**src/rtl/div_pkg.sv**
```systemverilog
// div_pkg: shared width default and FSM state encoding for the sequential divider.
package div_pkg;
  localparam int WIDTH = 8;
  localparam logic [1:0] IDLE = 2'd0;
  localparam logic [1:0] RUN  = 2'd1;
  localparam logic [1:0] DONE = 2'd2;
endpackage

```
**src/rtl/div_restore_step.sv**
```systemverilog
// div_restore_step: one restoring-division trial subtract and select.
import div_pkg::*;
module div_restore_step #(
  parameter int W = WIDTH
) (
  input  logic [W:0]   rem_i,
  input  logic [W-1:0] div_i,
  output logic [W:0]   rem_o,
  output logic         q_bit_o
);
  logic [W+1:0] c;
  logic [W:0]   diff;
  logic [W:0]   div_n;
  // a - b as a + ~b + 1; a final carry out means no borrow, so trial >= 0
  assign div_n = ~{1'b0, div_i};
  assign c[0] = 1'b1;
  genvar i;
  for (i = 0; i <= W; i++) begin : g_fa
    one_bit_full_adder u_fa (
      .a_i(rem_i[i]),
      .b_i(div_n[i]),
      .c_i(c[i]),
      .s_o(diff[i]),
      .c_o(c[i+1])
    );
  end
  assign q_bit_o = c[W+1];
  assign rem_o = q_bit_o ? diff : rem_i;
endmodule

```
**src/rtl/one_bit_full_adder.sv**
```systemverilog
// one_bit_full_adder: single-bit full adder cell.
module one_bit_full_adder (
  input  logic a_i,
  input  logic b_i,
  input  logic c_i,
  output logic s_o,
  output logic c_o
);
  assign s_o = a_i ^ b_i ^ c_i;
  assign c_o = (a_i & b_i) | (c_i & (a_i ^ b_i));
endmodule

```
**src/rtl/eight_bit_seq_divider.sv**
```systemverilog
// eight_bit_seq_divider: unsigned restoring divider, one quotient bit per cycle.
import div_pkg::*;
module eight_bit_seq_divider #(
  parameter int WIDTH = div_pkg::WIDTH
) (
  input  logic             clk,
  input  logic             rst_n,
  input  logic             in_valid,
  output logic             in_ready,
  input  logic [WIDTH-1:0] dividend,
  input  logic [WIDTH-1:0] divisor,
  output logic             out_valid,
  input  logic             out_ready,
  output logic [WIDTH-1:0] quotient,
  output logic [WIDTH-1:0] remainder,
  output logic             div_by_zero
);
  localparam int CW = $clog2(WIDTH);
  logic [1:0]       state_q, state_d;
  logic [CW-1:0]    cnt_q, cnt_d;
  logic [WIDTH:0]   prem_q, prem_d, step_rem;
  logic [WIDTH-1:0] quo_q, quo_d, div_q, div_d, rem_q, rem_d;
  logic             dbz_q, dbz_d, q_bit;
  div_restore_step #(.W(WIDTH)) u_step (
    .rem_i({prem_q[WIDTH-1:0], quo_q[WIDTH-1]}),
    .div_i(div_q),
    .rem_o(step_rem),
    .q_bit_o(q_bit)
  );
  always_comb begin
    state_d = state_q;
    cnt_d   = cnt_q;
    prem_d  = prem_q;
    quo_d   = quo_q;
    div_d   = div_q;
    rem_d   = rem_q;
    dbz_d   = dbz_q;
    case (state_q)
      IDLE: if (in_valid) begin
        div_d   = divisor;
        dbz_d   = divisor == '0;
        quo_d   = dbz_d ? '1 : dividend;
        rem_d   = dividend;
        prem_d  = '0;
        cnt_d   = '0;
        state_d = dbz_d ? DONE : RUN;
      end
      RUN: begin
        prem_d  = step_rem;
        quo_d   = {quo_q[WIDTH-2:0], q_bit};
        cnt_d   = cnt_q + 1'b1;
        rem_d   = cnt_q == CW'(WIDTH - 1) ? step_rem[WIDTH-1:0] : rem_q;
        state_d = cnt_q == CW'(WIDTH - 1) ? DONE : RUN;
      end
      DONE: state_d = out_ready ? IDLE : DONE;
      default: state_d = IDLE;
    endcase
  end
  always_ff @(posedge clk or negedge rst_n) begin
    if (!rst_n) begin
      state_q <= IDLE;
      cnt_q   <= '0;
      prem_q  <= '0;
      quo_q   <= '0;
      div_q   <= '0;
      rem_q   <= '0;
      dbz_q   <= 1'b0;
    end else begin
      state_q <= state_d;
      cnt_q   <= cnt_d;
      prem_q  <= prem_d;
      quo_q   <= quo_d;
      div_q   <= div_d;
      rem_q   <= rem_d;
      dbz_q   <= dbz_d;
    end
  end
  assign in_ready    = rst_n && state_q == IDLE;
  assign out_valid   = rst_n && state_q == DONE;
  assign quotient    = quo_q;
  assign remainder   = rem_q;
  assign div_by_zero = dbz_q;
endmodule
```
**config.mk**
```make
export PLATFORM = sky130hd
export DESIGN_NAME = eight_bit_seq_divider
export DESIGN_NICKNAME = d
export VERILOG_FILES = /design/src/rtl/div_pkg.sv /design/src/rtl/div_restore_step.sv /design/src/rtl/one_bit_full_adder.sv /design/src/rtl/eight_bit_seq_divider.sv
export SDC_FILE = /design/constraint.sdc
export NUM_CORES = 1
export LEC_CHECK = 0
export CORE_ASPECT_RATIO = 1.2
export CORE_MARGIN = 3
export CORE_UTILIZATION = 55
export DETAILED_ROUTE_END_ITERATION = 8
export HOLD_SLACK_MARGIN = 0.06
export PLACE_DENSITY_LB_ADDON = 0.08
export SKIP_CTS_REPAIR_TIMING = 1
export SYNTH_ARGS = -nofsm -noshare
export SYNTH_HDL_FRONTEND = slang
export SYNTH_HIERARCHICAL = 1
export SYNTH_SLANG_ARGS = --single-unit
```
**constraint.sdc**
```tcl
create_clock -name clk -period 7.8 [get_ports clk]
set_input_delay 1.56 -clock clk [delete_from_list [all_inputs] [get_ports clk]]
set_output_delay 1.56 -clock clk [all_outputs]
set_load 0.02 [all_outputs]
```
== Yosys cells after proc, flatten, opt, wreduce, memory -nomap -nowiden ==
Cells that the tools add are included.
Cells by class
  add/subtract/negate cells: 1
  multipliers: 0
  divide/modulo/power cells: 0
  $lt $le $gt $ge: 0
  equality and inequality tests: 5
  shift-type cells: 0
  multiplexer cells: 16
  bitwise operators: 44
  reductions and logical operators: 8
Operators with widths (number)
  $mux 8: 6
  $pmux 8 s2: 3
  $and 1x1->1: 17
  $xor 1x1->1: 16
  $not 8->9: 1
  $or 1x1->1: 9
  $logic_not 8->1: 1
  $mux 2: 4
  $pmux 2 s3: 1
  $pmux 3 s2: 1
  $ne 2x2->1 const B: 2
  $reduce_and 2->1: 2
  $add 3x1->3 const B: 1
  $eq 3x3->1 const B: 1
  $mux 3: 1
  $reduce_and 3->1: 1
  $eq 2x1->1 const B: 1
  $eq 2x2->1 const B: 1
  $logic_and 1x1->1: 2
  $logic_not 2->1: 1
  $reduce_bool 2->1: 1
  $not 1->1: 1
Storage, ports and cells
  bits in registers: 38
  bits in latches: 0
  RAM bits: 0
  ROM bits: 0
  input bits: 20
  output and inout port bits: 19
  logic and storage cells: 81
  memories kept: 0

== Depth between registers and ports, before layout ==
  depth in word-level cells: 22
  gate-level depth with buffers: 14
  mapped depth without buffers: 13

== Hierarchy ==
The synthesis kept the hierarchy.
Modules (own cells, without submodules)
  eight_bit_seq_divider: times used 1, cells each 117, area an instance 1704.1 sq um, sequential area each 950.9 sq um
  one_bit_full_adder: times used 9, cells each 1, area an instance 20.0 sq um, sequential area each 0.0 sq um
  div_restore_step: times used 1, cells each 19, area an instance 180.2 sq um, sequential area each 0.0 sq um

== Worst setup path before layout ==
No wires, ideal clock.
  path kind: register to register
  from: reg quo_q[7], in the netlist quotient[7]
  to: reg rem_q[1], in the netlist remainder[1]
  library setup time: 0.125 ns
  data arrival time: 4.934 ns
  required time: 7.675 ns
  slack: 2.741 ns
  cell stages (with the launch flop): 14
  buffers on the path: 1
  period minus slack after synthesis: 5.059 ns
  cells stage by stage: dfrtp_1 -> fa_1 -> fa_1 -> fa_1 -> fa_1 -> fa_1 -> fa_1 -> fa_1 -> fa_1 -> fa_1 -> buf_6 -> mux2_4 -> mux2_4 -> mux2_2
Between the ends
  word-level cells in the longest chain between the ends: 21
  elaborated cells between the ends (all ways): 23
  classes of those cells: mux (3); bitwise (20)
RTL lines
  start: declaration: line eight_bit_seq_divider.sv:22  | logic [WIDTH-1:0] quo_q, quo_d, div_q, div_d, rem_q, rem_d;
  start signal: assignment: line eight_bit_seq_divider.sv:72  | quo_q <= quo_d;
  $and 1x1->1 or $xor 1x1->1 (tied branches): line one_bit_full_adder.sv:10  | assign c_o = (a_i & b_i) | (c_i & (a_i ^ b_i));
  $or 1x1->1 *: line one_bit_full_adder.sv:10
  via u_step.c[1]: line div_restore_step.sv:11  | logic [W+1:0] c;
  $and 1x1->1 *: line one_bit_full_adder.sv:10
  $or 1x1->1 *: line one_bit_full_adder.sv:10
  via u_step.c[2]: line div_restore_step.sv:11
  $and 1x1->1 *: line one_bit_full_adder.sv:10
  $or 1x1->1 *: line one_bit_full_adder.sv:10
  via u_step.c[3]: line div_restore_step.sv:11
  [2 not listed]
  via u_step.c[4]: line div_restore_step.sv:11
  [2 not listed]
  via u_step.c[5]: line div_restore_step.sv:11
  [2 not listed]
  via u_step.c[6]: line div_restore_step.sv:11
  [2 not listed]
  via u_step.c[7]: line div_restore_step.sv:11
  [2 not listed]
  via u_step.c[8]: line div_restore_step.sv:11
  $and 1x1->1 *: line one_bit_full_adder.sv:10
  $or 1x1->1 *: line one_bit_full_adder.sv:10
  via q_bit: line eight_bit_seq_divider.sv:23  | logic dbz_q, dbz_d, q_bit;
  $mux 8 *: line div_restore_step.sv:28  | assign rem_o = q_bit_o ? diff : rem_i;
  via step_rem[1]: line eight_bit_seq_divider.sv:21  | logic [WIDTH:0] prem_q, prem_d, step_rem;
  $mux 8 *: line eight_bit_seq_divider.sv:52  | rem_d = cnt_q == CW'(WIDTH - 1) ? step_rem[WIDTH-1:0] : rem_q;
  $pmux 8 s2 *: line eight_bit_seq_divider.sv:38  | case (state_q)
  end signal: assignment: line eight_bit_seq_divider.sv:74  | rem_q <= rem_d;
  end: declaration: line eight_bit_seq_divider.sv:22
The timed path passes the listed nets; every way through them passes the cells marked *. The select of a mux whose other input is x is not followed.
A chain may end at the register's enable or synchronous reset.

== Worst setup path in the final report ==
  from: reg quo_q[7], in the netlist quotient[7]
  to: reg rem_q[0], in the netlist remainder[0]
The elaborated chain is that of the path after synthesis.

==> run summary <==
The run finished with clean final reports. The first global-routing pass estimated 6650 um of wire. Walking the worst path, the cells encountered are fa_1 > fa_1 > fa_1 > fa_1 > fa_1 > fa_1 > fa_1 > fa_1 > fa_1 > mux2_4 > mux2_2 > mux2_2.

The logs give 2.48 ns for the register-to-register path setup slack and 188 MHz for the upper clock frequency limit. The clock arrives with 0.00604 ns of skew. The pin count of the biggest net entering global routing was 41. In this run the critical register-to-register path is launched from quotient[7]$_DFFE_PN0P_. The static leakage is 1.11 nW. The die is 61.7 um wide. The hold violation count in the final report is 0, and the share of the cycle needed by the critical path after routing is 68.2%.

For this run, the slowest stage of the critical path takes 0.62 ns. After routing the design area is 2510 um2. For the final routed database, the setup TNS stands at 0 ns. The worst setup path is of the flop to flop kind.

The path with the worst hold slack has its endpoint at div_q[7]$_DFFE_PN0P_. In the final design database the tool counted 213 nets. In this run the clock root is driven by a clkbuf_8. For the post-layout utilization of the core, the log shows 72.7%.

Detailed routing placed a total of 2030 um of wire on met2. After the first detailed-routing iteration, the DRC count stood at 42. The power density over cell area works out to 481 nW/um2. The die covers 4500 um2.

Summed over all layers, the routed wires come to 3930 um. The number of vias after detailed routing was 1273. Number of global-route vias before repair: 1406. The worst hold path depth is 1, and the total CTS buffers is 5. Slowest stage cell on the critical path: fa_1. The first TritonRoute pass finished after 4 iterations. For the pin with the worst max-slew slack, the measured transition is 0.895 ns. Detailed routing placed a total of 180 um of wire on met3.

The logs give 38 for the number of sinks driven by the clock tree and 1.21 mW for the sum of internal, switching and leakage power. The tightest min-delay check is of the flop to flop type. The critical path data required time is 7.97 ns, and the clock slew at the register clock pins of the worst setup and hold paths is 0.07 ns.

Buffers placed on the I/O ports in this run total 38. The logs give 0 for the number of pins with negative max-slew slack in the final report and 259 for the layout filler cell count. The logs give 20.1% for the global-route usage over all layers and 6 for the number of synthesis warnings. Headroom to the max-slew limit came out at 40.2%.

TritonCTS built the clock tree. In this run the deepest clock path goes through 2 buffers. The startpoint type of the worst setup path is a flop. Counting stages on the worst path, the most repeated cell is fa_1.

For the post-detailed-placement cell area, the log shows 2420 um2. Setup repair after global routing left no endpoint under its margin. Smallest setup slack after layout: 2.48 ns. The tools report the floorplan core area as 3450 um2.

The final setup violation count is 0. The number of violations of the max-capacitance limit was 0; the total DRC errors in the routed layout was 0. 39 I/O pins were placed.

The run gives 0 as the total global routing overflow. The highest metal layer carrying signal wires in the routed design is met4. The post-route met1 wirelength is 1690 um, and the proportion of layout cells with a drive suffix above 1 is 26.2%. The run gives 0 as the initial antenna violation count.

In this run the critical register-to-register path is captured at remainder[0]$_DFFE_PN0P_. The run gives 0 as the antenna diode count. The startpoint identified for the worst hold timing path is div_q[7]$_DFFE_PN0P_. Compared with the post-synthesis result, the final layout area differs by 22.5%. The ratio of routed vias to standard cells works out to 5.79. The synthesized netlist occupies a cell area of 2050 um2.

The clock network latency to the later pin of the worst-skew pair is 0.28 ns. The tools report the element type at the critical path end as a flop. The count of nets left with antenna violations once routing finished came out at 0. The tools report the arrival time of the worst setup path as 5.49 ns. In the final routed layout, each cell accounts on average for 17.9 um. Once the floorplan was initialized, standard cells occupied 59.3% of the core. The logic depth of the worst register-to-register path is 12, and the die height is 72.9 um.

The run gives 3000 um as the placed wire-length estimate after detailed placement. The maximum ir drop on the vdd rail was 0.208 mV; the top fanout value on the critical path was 9. CTS built an H-tree with a depth of 2. Timing analysis after detailed placement gives a worst setup slack of 2.52 ns. At the end of routability-driven placement, the weighted congestion stood at 0.751. The average instance area after synthesis is 14.2 um2, and the post-route minimum period is 5.32 ns. Synthesis handed over a netlist of 144 instances. In this run the core area contains 23 standard-cell rows.
final cells by class:
class                   instances  area (um2)  area share, %
clock buffers                   7        86.3           3.44
clock inverters                 1        5.00          0.199
inverters                       8        30.0           1.20
multi-input cells              90        1010           40.2
flip-flops and latches         38         951           37.9
well taps                      37        46.3           1.84
repair buffers                 39         383           15.2
layout by cell type, fill, tap and decap left out:
master	n
a22o_1	10
o21ai_4	1
fa_1	9
buf_2	1
a221o_1	1
nor2b_4	1
buf_4	1
dfrtp_1	38
nor2_2	1
conb_1	2
clkbuf_8	6
clkbuf_1	1
clkinv_2	1
o21ai_0	2
nor3b_1	3
ha_1	2
o22a_1	8
nor2_1	1
nand2b_1	1
mux2_4	15
mux2i_1	1
o21a_1	8
o21bai_1	1
o21ba_2	1
inv_1	8
mux2_2	18
nand2_1	1
and3b_1	1
clkdlybuf4s50_1	37
or4_4	2
flip-flops by register name (all words and copies together), names as in the netlist:
register and count:
quotient 8, div_q 8, remainder 8, cnt_q 3, prem_q 8, state_q 2
div_by_zero 1
how the worst max path moves through the flow:
stage | depth (start not counted) | slack (ns) | startpoint | end
2_1_floorplan | 13 | 2.75 | quotient[7]$_DFFE_PN0P_ | remainder[1]$_DFFE_PN0P_
3_5_place_dp | 12 | 2.52 | quotient[7]$_DFFE_PN0P_ | remainder[3]$_DFFE_PN0P_
4_1_cts | 12 | 2.50 | quotient[7]$_DFFE_PN0P_ | remainder[0]$_DFFE_PN0P_
5_1_grt | 12 | 2.35 | quotient[7]$_DFFE_PN0P_ | remainder[0]$_DFFE_PN0P_
3_3_place_gp | 12 | 2.61 | quotient[7]$_DFFE_PN0P_ | remainder[0]$_DFFE_PN0P_
6_report | 12 | 2.48 | quotient[7]$_DFFE_PN0P_ | remainder[0]$_DFFE_PN0P_
critical path, delay by kind of cell, from the launching register on:
kind / cells / cell delay, ns
adders and majority gates: 9 / 3.85
muxes: 3 / 0.92
DFF: 1 / 0.43
stage by stage:
step / instances / hold slack, ns
6_report: 220 / 0.507
4_1_cts: 220 / 0.512
2_1_floorplan: 145 / 0.468
3_5_place_dp: 212 / 0.496
5_1_grt: 220 / 0.530
3_3_place_gp: 212 / 0.487
power by group:
group	internal (mW)	switching [mW]	total (mW)
logic	0.408	0.297	0.705
registers	0.294	0.0742	0.368
clock network	0.0712	0.0640	0.135
routing by layer:
layer / vias to the layer above / GRT usage, %
met4: 0 / 5.66
met5: - / 0
li1: 589 / -
met2: 32 / 33.9
met1: 647 / 25.5
met3: 5 / 4.60
(Power assumes the default switching activity.)
==> RTL change: new RTL, same settings <==
Register the input `dividend` before use, cleared by the reset. The logic sees it one clock later. The other inputs are not delayed to match.
--- a/src/rtl/eight_bit_seq_divider.sv
+++ b/src/rtl/eight_bit_seq_divider.sv
@@ -16,6 +16,17 @@
   output logic             div_by_zero
 );
   localparam int CW = $clog2(WIDTH);
+
+  logic [WIDTH-1:0] dividend_q;
+
+  always_ff @(posedge clk or negedge rst_n) begin
+    if (!rst_n) begin
+      dividend_q <= '0;
+    end else begin
+      dividend_q <= dividend;
+    end
+  end
+
   logic [1:0]       state_q, state_d;
   logic [CW-1:0]    cnt_q, cnt_d;
   logic [WIDTH:0]   prem_q, prem_d, step_rem;
@@ -39,8 +50,8 @@
       IDLE: if (in_valid) begin
         div_d   = divisor;
         dbz_d   = divisor == '0;
-        quo_d   = dbz_d ? '1 : dividend;
-        rem_d   = dividend;
+        quo_d   = dbz_d ? '1 : dividend_q;
+        rem_d   = dividend_q;
         prem_d  = '0;
         cnt_d   = '0;
         state_d = dbz_d ? DONE : RUN;
Formal check against the unedited RTL: not equivalent (a bounded check fails within 4 cycles, from zero or initial values and one cycle with rst_n low).
==> RTL change against the unedited design <==
- global-route usage grew 1.2 points
- routed wire length is 17% higher
- design area grew 10%
- sequential cell count up 8
- total power grew 6.1%
- combinational power shrank 2%
- clock power is 29% higher
- synthesized area grew 9.8%
- worst setup slack lost 0.013 ns
==> RTL change: results <==
{
  "cpPeakStageDelay_ns": 0.63,
  "place_congestion": 0.819,
  "first_iter_violations": 113,
  "first_global_vias": 1596,
  "drt-pass1-iter-count": 4,
  "leakage_nw": 1.20,
  "finClkSkew_ns": 0.0110,
  "peakVddDrop_mv": 0.250,
  "r2r_cells": 12,
  "antenna_found_initial": 0,
  "crit_family": "adder cells",
  "worstReg2RegEnd": "remainder[5]",
  "final_nets": 247,
  "r2r_start": "quotient[7]",
  "crit_arrival_ns": 5.52,
  "track_usage_pct": 21.3,
  "numCtsBuffers": 5,
  "cts_max_level": 2,
  "end_kind": "flop",
  "root_buffer": "clkbuf_8",
  "slowest_stage": "fa_1",
  "tns_ns": 0,
  "grt_pass1_wl_microns": 7970,
  "overflow": 0,
  "drive_gt1_share_pct": 21.7,
  "grt_max_degree": 49,
  "cp_max_fo": 9,
  "antenna_cells": 0,
  "via_count": 1479,
  "path_clk_slew_ns": 0.08,
  "insertion_delay_ns": 0.30,
  "ys_warn_count": 6,
  "max-slew-margin-rel_pct": 32.5,
  "worstHoldPathType": "reg -> reg",
  "clockBufferDepth": 2,
  "max_freq_mhz": 187,
  "r2r_slack_ns": 2.46,
  "wl_per_cell_microns": 17.1,
  "cp-start-kind": "flop",
  "port_buffers": 38,
  "place_hpwl_microns": 3360,
  "final-max-slew-violation-count": 0,
  "outcome": "completed"
}
-- RTL change: per-stage QoR --
| stage | cells | instance area (sq um) | hold WS (ns) |
|---|---|---|---|
| detailed placement | 261 | 2650 | 0.467 |
| CTS | 269 | 2760 | 0.487 |
| global placement | 261 | 2650 | 0.466 |
| floorplan | 178 | 2250 | 0.446 |
| finish | 269 | 2760 | 0.481 |
| global route | 269 | 2760 | 0.510 |
-- RTL change: worst min-delay path, stage by stage (launching register included) --
cell	delay [ns]
dfrtp_1	0.35
nand2_1	0.05
nand2_1	0.05
-- RTL change: layout make-up --
cell class / instances / area (sq um)
Sequential cell: 46 / 1150
Fill cell: 277 / 1020
Multi-Input combinational cell: 115 / 1020
Timing Repair Buffer: 39 / 383
Clock buffer: 6 / 72.6
Tap cell: 52 / 65.1
Clock inverter: 2 / 37.5
Inverter: 9 / 33.8
-- RTL change: metal layers --
layer / share of wire (%) / wire length (microns) / vias to the layer above / global-route usage, %
met2: 54 / 2460 / 32 / 35.0
met3: 3.5 / 159 / 11 / 4.57
li1: - / - / 684 / -
met5: 0 / 0 / - / 0
met1: 41 / 1860 / 752 / 26.9
met4: 2.3 / 106 / 0 / 9.30
-- RTL change: worst min path at each step --
stage                to     start  cells after the start
5_1_grt        div_q[5]  div_q[5]                      2
4_1_cts        div_q[3]  div_q[3]                      2
6_report       div_q[3]  div_q[3]                      2
3_3_place_gp   div_q[5]  div_q[5]                      2
2_1_floorplan  div_q[0]  div_q[0]                      2
3_5_place_dp   div_q[0]  div_q[0]                      2
-- RTL change: power by group --
| group | switching [mW] | internal [mW] |
|---|---|---|
| Sequential | 0.0796 | 0.336 |
| Combinational | 0.313 | 0.379 |
| Clock | 0.0782 | 0.0956 |
| Total | 0.471 | 0.811 |
